--- config.mk ---
export PLATFORM = sky130hd
export DESIGN_NAME = imem_dmem_arbiter_flat
export DESIGN_NICKNAME = d
export VERILOG_FILES = /design/src/rtl/imem_dmem_arbiter_pkg.sv /design/src/rtl/imem_dmem_arbiter_if.sv /design/src/rtl/imem_dmem_arbiter_pick.sv /design/src/rtl/imem_dmem_arbiter.sv /design/src/flat_wrapper.sv
export SDC_FILE = /design/constraint.sdc
export NUM_CORES = 1
export LEC_CHECK = 0
export ABC_AREA = 1
export CORE_MARGIN = 2
export CORE_UTILIZATION = 48
export CTS_BUF_LIST = sky130_fd_sc_hd__clkbuf_4 sky130_fd_sc_hd__clkbuf_8
export CTS_CLUSTER_SIZE = 30
export DETAILED_ROUTE_END_ITERATION = 7
export PLACE_DENSITY = 0.95
export SLEW_MARGIN = 20
export SYNTH_ARGS = -nofsm -noshare
export SYNTH_HDL_FRONTEND = slang
export SYNTH_SLANG_ARGS = --single-unit
--- constraint.sdc ---
create_clock -name clk -period 4.6 [get_ports clk]
set_input_delay 0.92 -clock clk [delete_from_list [all_inputs] [get_ports clk]]
set_output_delay 0.92 -clock clk [all_outputs]
set_load 0.005 [all_outputs]
--- src/rtl/imem_dmem_arbiter_pkg.sv ---
// mem_arb_pkg: shared constants for the instruction/data RAM arbiter.
//   DEF_ADDR_W : default word-address width
//   STARVE_W   : width of the starvation counter
//   OWN_*      : encoding of which port owns the read response in flight
package mem_arb_pkg;
    localparam int unsigned DEF_ADDR_W = 14;
    localparam int unsigned STARVE_W   = 4;
    localparam logic [1:0]  OWN_NONE   = 2'b00;
    localparam logic [1:0]  OWN_I      = 2'b01;
    localparam logic [1:0]  OWN_D      = 2'b10;
endpackage

--- src/rtl/imem_dmem_arbiter_if.sv ---
// imem_dmem_arbiter_if: fetch port, data port and RAM port of the arbiter.
//   master : requester/RAM side (drives requests and mem_rdata)
//   slave  : arbiter side (drives grants, responses and RAM controls)
interface imem_dmem_arbiter_if
    import mem_arb_pkg::*;
#(
    parameter int unsigned ADDR_W = DEF_ADDR_W
) ();
    logic              i_req;
    logic [ADDR_W-1:0] i_addr;
    logic              i_gnt;
    logic              i_rvalid;
    logic [31:0]       i_rdata;
    logic              d_req;
    logic [3:0]        d_wmask;
    logic [ADDR_W-1:0] d_addr;
    logic [31:0]       d_wdata;
    logic              d_gnt;
    logic              d_rvalid;
    logic [31:0]       d_rdata;
    logic              mem_en;
    logic [ADDR_W-1:0] mem_addr;
    logic [3:0]        mem_wmask;
    logic [31:0]       mem_wdata;
    logic [31:0]       mem_rdata;
    modport slave (
        input  i_req, i_addr, d_req, d_wmask, d_addr, d_wdata, mem_rdata,
        output i_gnt, i_rvalid, i_rdata, d_gnt, d_rvalid, d_rdata,
               mem_en, mem_addr, mem_wmask, mem_wdata
    );
    modport master (
        output i_req, i_addr, d_req, d_wmask, d_addr, d_wdata, mem_rdata,
        input  i_gnt, i_rvalid, i_rdata, d_gnt, d_rvalid, d_rdata,
               mem_en, mem_addr, mem_wmask, mem_wdata
    );
endinterface

--- src/rtl/imem_dmem_arbiter_pick.sv ---
// mem_arb_pick: D-priority grant logic with a starvation counter that forces I.
//   clk, resetn    : clock, async active-low reset
//   i_req, d_req   : requests
//   i_gnt, d_gnt   : same-cycle grants (never both high, low in reset)
//   force_i        : I is being forced past a pending D this cycle
module mem_arb_pick
    import mem_arb_pkg::*;
#(
    parameter int unsigned STARVE_MAX = 3
) (
    input  logic clk,
    input  logic resetn,
    input  logic i_req,
    input  logic d_req,
    output logic i_gnt,
    output logic d_gnt,
    output logic force_i
);
    logic [STARVE_W-1:0] starve_q, starve_d;
    assign force_i = i_req & d_req & (starve_q == STARVE_W'(STARVE_MAX));
    assign d_gnt   = resetn & d_req & ~force_i;
    assign i_gnt   = resetn & i_req & ~d_gnt;
    // Count consecutive D wins over a waiting I; any I grant or I idle clears it.
    assign starve_d = (!i_req || i_gnt) ? '0 :
                      (d_gnt && starve_q != STARVE_W'(STARVE_MAX)) ? starve_q + 1'b1 : starve_q;
    always_ff @(posedge clk or negedge resetn) begin
        if (!resetn) starve_q <= '0;
        else         starve_q <= starve_d;
    end
endmodule

--- src/rtl/imem_dmem_arbiter.sv ---
// imem_dmem_arbiter: shares one single-port synchronous RAM between fetch and data.
//   clk, resetn : clock, async active-low reset
//   bus         : fetch/data request ports and RAM port (slave modport)
//   n_conflict  : cycles with both requests high
//   n_starve    : forced fetch grants
module imem_dmem_arbiter
    import mem_arb_pkg::*;
#(
    parameter int unsigned ADDR_W     = DEF_ADDR_W,
    parameter int unsigned STARVE_MAX = 3
) (
    input  logic               clk,
    input  logic               resetn,
    imem_dmem_arbiter_if.slave bus,
    output logic [31:0]        n_conflict,
    output logic [31:0]        n_starve
);
    logic              force_i;
    logic [1:0]        owner_q, owner_d;
    logic [31:0]       i_hold_q, d_hold_q, conflict_q, starved_q;
    logic [ADDR_W-1:0] addr_d;
    mem_arb_pick #(.STARVE_MAX(STARVE_MAX)) u_pick (
        .clk     (clk),
        .resetn  (resetn),
        .i_req   (bus.i_req),
        .d_req   (bus.d_req),
        .i_gnt   (bus.i_gnt),
        .d_gnt   (bus.d_gnt),
        .force_i (force_i)
    );
    assign addr_d        = bus.d_gnt ? bus.d_addr : bus.i_addr;
    assign bus.mem_en    = bus.i_gnt | bus.d_gnt;
    assign bus.mem_addr  = addr_d;
    assign bus.mem_wmask = bus.d_gnt ? bus.d_wmask : 4'd0;
    assign bus.mem_wdata = bus.d_gnt ? bus.d_wdata : 32'd0;
    // Only reads leave a response in flight; writes and idle cycles own nothing.
    assign owner_d = bus.i_gnt ? OWN_I :
                     (bus.d_gnt && bus.d_wmask == 4'd0) ? OWN_D : OWN_NONE;
    // RAM data is shown straight through on the response cycle, then held.
    assign bus.i_rvalid = owner_q == OWN_I;
    assign bus.d_rvalid = owner_q == OWN_D;
    assign bus.i_rdata  = bus.i_rvalid ? bus.mem_rdata : i_hold_q;
    assign bus.d_rdata  = bus.d_rvalid ? bus.mem_rdata : d_hold_q;
    assign n_conflict   = conflict_q;
    assign n_starve     = starved_q;
    always_ff @(posedge clk or negedge resetn) begin
        if (!resetn) begin
            owner_q    <= OWN_NONE;
            i_hold_q   <= '0;
            d_hold_q   <= '0;
            conflict_q <= '0;
            starved_q  <= '0;
        end else begin
            owner_q    <= owner_d;
            i_hold_q   <= bus.i_rvalid ? bus.mem_rdata : i_hold_q;
            d_hold_q   <= bus.d_rvalid ? bus.mem_rdata : d_hold_q;
            conflict_q <= conflict_q + {31'd0, bus.i_req & bus.d_req};
            starved_q  <= starved_q + {31'd0, force_i};
        end
    end
endmodule

--- src/flat_wrapper.sv ---
// flat-port wrapper written by rule: the top's interface ports become plain ports
module imem_dmem_arbiter_flat import mem_arb_pkg::*;
#(
    parameter int unsigned ADDR_W     = DEF_ADDR_W,
    parameter int unsigned STARVE_MAX = 3
)
  (clk, resetn, n_conflict, n_starve, bus_i_req, bus_i_addr, bus_d_req, bus_d_wmask, bus_d_addr, bus_d_wdata, bus_mem_rdata, bus_i_gnt, bus_i_rvalid, bus_i_rdata, bus_d_gnt, bus_d_rvalid, bus_d_rdata, bus_mem_en, bus_mem_addr, bus_mem_wmask, bus_mem_wdata);
  imem_dmem_arbiter_if #(.ADDR_W(ADDR_W)) bus_i ();
  input  logic clk;
  input  logic resetn;
  output logic [31:0] n_conflict;
  output logic [31:0] n_starve;
  input wire logic [$bits(bus_i.i_req)-1:0] bus_i_req;
  input wire logic [$bits(bus_i.i_addr)-1:0] bus_i_addr;
  input wire logic [$bits(bus_i.d_req)-1:0] bus_d_req;
  input wire logic [$bits(bus_i.d_wmask)-1:0] bus_d_wmask;
  input wire logic [$bits(bus_i.d_addr)-1:0] bus_d_addr;
  input wire logic [$bits(bus_i.d_wdata)-1:0] bus_d_wdata;
  input wire logic [$bits(bus_i.mem_rdata)-1:0] bus_mem_rdata;
  output wire logic [$bits(bus_i.i_gnt)-1:0] bus_i_gnt;
  output wire logic [$bits(bus_i.i_rvalid)-1:0] bus_i_rvalid;
  output wire logic [$bits(bus_i.i_rdata)-1:0] bus_i_rdata;
  output wire logic [$bits(bus_i.d_gnt)-1:0] bus_d_gnt;
  output wire logic [$bits(bus_i.d_rvalid)-1:0] bus_d_rvalid;
  output wire logic [$bits(bus_i.d_rdata)-1:0] bus_d_rdata;
  output wire logic [$bits(bus_i.mem_en)-1:0] bus_mem_en;
  output wire logic [$bits(bus_i.mem_addr)-1:0] bus_mem_addr;
  output wire logic [$bits(bus_i.mem_wmask)-1:0] bus_mem_wmask;
  output wire logic [$bits(bus_i.mem_wdata)-1:0] bus_mem_wdata;
  assign bus_i.i_req = bus_i_req;
  assign bus_i.i_addr = bus_i_addr;
  assign bus_i.d_req = bus_d_req;
  assign bus_i.d_wmask = bus_d_wmask;
  assign bus_i.d_addr = bus_d_addr;
  assign bus_i.d_wdata = bus_d_wdata;
  assign bus_i.mem_rdata = bus_mem_rdata;
  assign bus_i_gnt = bus_i.i_gnt;
  assign bus_i_rvalid = bus_i.i_rvalid;
  assign bus_i_rdata = bus_i.i_rdata;
  assign bus_d_gnt = bus_i.d_gnt;
  assign bus_d_rvalid = bus_i.d_rvalid;
  assign bus_d_rdata = bus_i.d_rdata;
  assign bus_mem_en = bus_i.mem_en;
  assign bus_mem_addr = bus_i.mem_addr;
  assign bus_mem_wmask = bus_i.mem_wmask;
  assign bus_mem_wdata = bus_i.mem_wdata;
  imem_dmem_arbiter #(.ADDR_W(ADDR_W), .STARVE_MAX(STARVE_MAX)) u_core (.clk(clk), .resetn(resetn), .bus(bus_i), .n_conflict(n_conflict), .n_starve(n_starve));
endmodule
==> impl_metrics.env <==
export IMPL_criticalPathCategory="in -> out"
export IMPL_crit_path_top_delay_cell="clkdlybuf4s50_1"
export IMPL_num_vias=6695
export IMPL_status="finished, final reports clean"
export IMPL_fin_crit_sh_pct=85.49
export IMPL_endpoint="bus_mem_addr[7]"
export IMPL_yosysTopAreaCellShare_pct=50.53
export IMPL_max_slew_margin_rel_pct=39.04
export IMPL_cpPeakStageDelay_ps=540
export IMPL_htree_num_levels=4
export IMPL_synth_most_common_cell="nand2_1"
export IMPL_post_dp_hpwl_um=15840
export IMPL_path_buf_inv=4
export IMPL_cts_hold_buf=0
export IMPL_crit_path_frequent_cell="nand2_1"
export IMPL_post_drt_wl_per_cell_um=15.47
export IMPL_p_total_uw=3163
export IMPL_ys_types=24
export IMPL_synth_top_area_cell="dfrtp_1"
export IMPL_synth_flop_cell="dfrtp_1"
export IMPL_dieArea_um2=14780
export IMPL_synthTopCellsByCount="nand2_1, dfrtp_1, nor2_1"
export IMPL_nets=1240
export IMPL_min_period_ps=3932
export IMPL_dieWidth_um=121.6
export IMPL_setup_tns_ps=0
export IMPL_tightest_slew_ps=914.4
export IMPL_syn_instance_count=848
export IMPL_grt_max_degree=74
export IMPL_end_kind="output port"
export IMPL_wirelength_um=20450
export IMPL_cp_startpoint="bus_i_req"
export IMPL_track_usage_pct=27.51
export IMPL_syn_num_nets=954
export IMPL_via_per_inst=5.064
export IMPL_clk_latency_ps=430
export IMPL_synth_edff_count=0
export IMPL_cp_start_kind="input port"
export IMPL_reg2reg_to="u_core.n_starve[28]"
export IMPL_cts_buffers=17
export IMPL_yosysSeqAreaShare_pct=50.53
export IMPL_reg2regPathDepth=12
export IMPL_fillerInstances=930
export IMPL_path_max_fanout=30
export IMPL_pin_count=283
export IMPL_cts_setup_buffers=0
export IMPL_cp_depth=9
export IMPL_core_region_area_um2=13350
export IMPL_grt_pass1_vias=6617
export IMPL_ys_async_sr_fraction_pct=100.0
export IMPL_rows=42
export IMPL_finalMaxSlewViolations=0
export IMPL_grt_antenna_before_repair=0
export IMPL_cap_viol_max_count=0
export IMPL_setup_viol=0
export IMPL_ys_seq_elements=134
export IMPL_rsz0062_at_grt="no"
export IMPL_dp_slack_ps=664.0
export IMPL_synthToLayoutAreaGrowth_pct=51.47
export IMPL_leakage_uw=0.004693
export IMPL_drcViolationCount=0
export IMPL_max_freq_mhz=254.3
export IMPL_tritoncts="yes"
export IMPL_crit_required_ps=3680
export IMPL_layout_setup_ws_ps=667.7
export IMPL_path_clk_slew_ps=80
export IMPL_initial_core_util_pct=49.72
export IMPL_grt_overflow=0
export IMPL_io_buffers=282
export IMPL_crit_arrival_ps=3010
export IMPL_hold_ws_ps=498.6
export IMPL_final_core_util_pct=75.31
export IMPL_crit_path_cell_trace="clkdlybuf4s50_1, nand2_1, inv_2, nand3_2, nand2_2, inv_2, nand2_1, nand2_1, clkdlybuf4s50_1"
export IMPL_cts_sinks=134
export IMPL_drive_gt1_share_pct=7.243
export IMPL_hold_violations=0
export IMPL_power_density_nw_per_um2=314.7
export IMPL_antenna_left=0
export IMPL_syn_area_per_cell_um2=7.826
export IMPL_reg2reg_setup_slack_ps=2410
export IMPL_reg2reg_from="u_core.u_pick.starve_q[0]"
export IMPL_dr_first_iter_drc_count=649
export IMPL_critPathTopFamily="buffers and inverters"
export IMPL_fin_skew_ps=18.09
export IMPL_yosys_warnings=0
export IMPL_min_path_type="reg -> reg"
export IMPL_synth_area_leaders="dfrtp_1, nand2_1, nor2_1, inv_1, o21ai_0"
export IMPL_cts_path_max_buffers=2
export IMPL_root_buffer="clkbuf_8"
export IMPL_peakVddDrop_mv=0.1624
export IMPL_antenna_cells=0
export IMPL_cts_resized=0
export IMPL_grt_pass1_wl_um=31520
export IMPL_dr_pass1_iters=7
export IMPL_syn_area_um2=6636
export IMPL_die_h_um=121.6
export IMPL_place_gp_congestion=0.9642
-- worst min path at each step --
stage / from / end / slack [ps] / cells past startpoint
after floorplan: u_core.n_starve[31] / u_core.n_starve[31] / 480 / 2
after global placement: u_core.n_conflict[31] / u_core.n_conflict[31] / 470 / 2
after detailed placement: u_core.d_hold_q[8] / u_core.d_hold_q[8] / 490 / 2
after CTS: u_core.d_hold_q[8] / u_core.d_hold_q[8] / 500 / 2
after global routing: u_core.i_hold_q[10] / u_core.i_hold_q[10] / 520 / 2
final: u_core.d_hold_q[8] / u_core.d_hold_q[8] / 500 / 2
-- per-layer routing --
metal / part of all wire [%] / GRT usage [%] / vias to the layer above / routed length, um
met5: 0 / 0 / - / 0
met4: 3.3 / 12.64 / 0 / 678
met3: 8.6 / 7.022 / 70 / 1759
met2: 51 / 49.09 / 366 / 10430
met1: 37 / 30.88 / 3096 / 7579
li1: - / - / 3163 / -
-- layout by cell type, fill, tap and decap left out, types with 2 or more instances in the layout --
cell,instances
clkinv_2,2
o21ai_0,66
bufinv_16,4
inv_6,4
nor2_2,14
nand3b_1,27
nand3_1,10
nand2_1,295
nand3_2,4
xnor2_1,9
clkbuf_8,17
clkdlybuf4s50_1,281
xor2_1,22
clkinv_4,3
inv_2,7
dfrtp_1,134
nor3_1,3
buf_4,4
nor2_4,9
nor2_1,113
nand4_1,2
nand2_2,13
and3_1,2
ha_1,6
inv_1,91
-- worst min-delay path: stages (launching register included) --
cell	delay [ps]
dfrtp_1	320
nand2_1	50
o21ai_0	90
-- report_power, final --
group,internal (uW),switching [uW],leakage (uW),total [uW]
Clock,595,477,0.000217,1070
Combinational,415,295,0.00276,710
Sequential,1320,65.2,0.00172,1380
Total,2330,837,0.00469,3160
-- final cells by class --
cell class / count / area [um2] / share of cell area (%)
Clock buffer: 17 / 234.0 / 2.328
Clock inverter: 14 / 198.9 / 1.979
Inverter: 98 / 367.9 / 3.659
Multi-Input combinational cell: 597 / 2824 / 28.09
Sequential cell: 134 / 3353 / 33.36
Tap cell: 176 / 220.2 / 2.191
Timing Repair Buffer: 286 / 2854 / 28.39
-- cell families (layout without fill, tap and decap cells) --
kind of cell / Yosys count / in the layout / synth area share (%)
XOR/XNOR: 31 / 31 / 4.091
AO/OA/AOI/OAI: 68 / 68 / 5.166
adder cells (fa/ha/maj): 6 / 6 / 1.131
buffers and inverters: 117 / 415 / 6.957
AND/OR/NAND/NOR: 492 / 492 / 32.13
flip-flops: 134 / 134 / 50.53
-- state kept, by name, indices dropped and copies added (netlist names) --
signal,cells
u_core.d_hold_q,32
u_core.i_hold_q,32
u_core.n_conflict,32
u_core.n_starve,32
u_core.owner_q,2
u_core.u_pick.starve_q,4
-- stage by stage --
| step | area [um2] | instances |
|---|---|---|
| floorplan | 6636 | 848 |
| global placement | 9619 | 1291 |
| detailed placement | 9619 | 1291 |
| CTS | 10050 | 1322 |
| global route | 10050 | 1322 |
| finish | 10050 | 1322 |
Note: power is estimated with default switching activity, not from simulation.
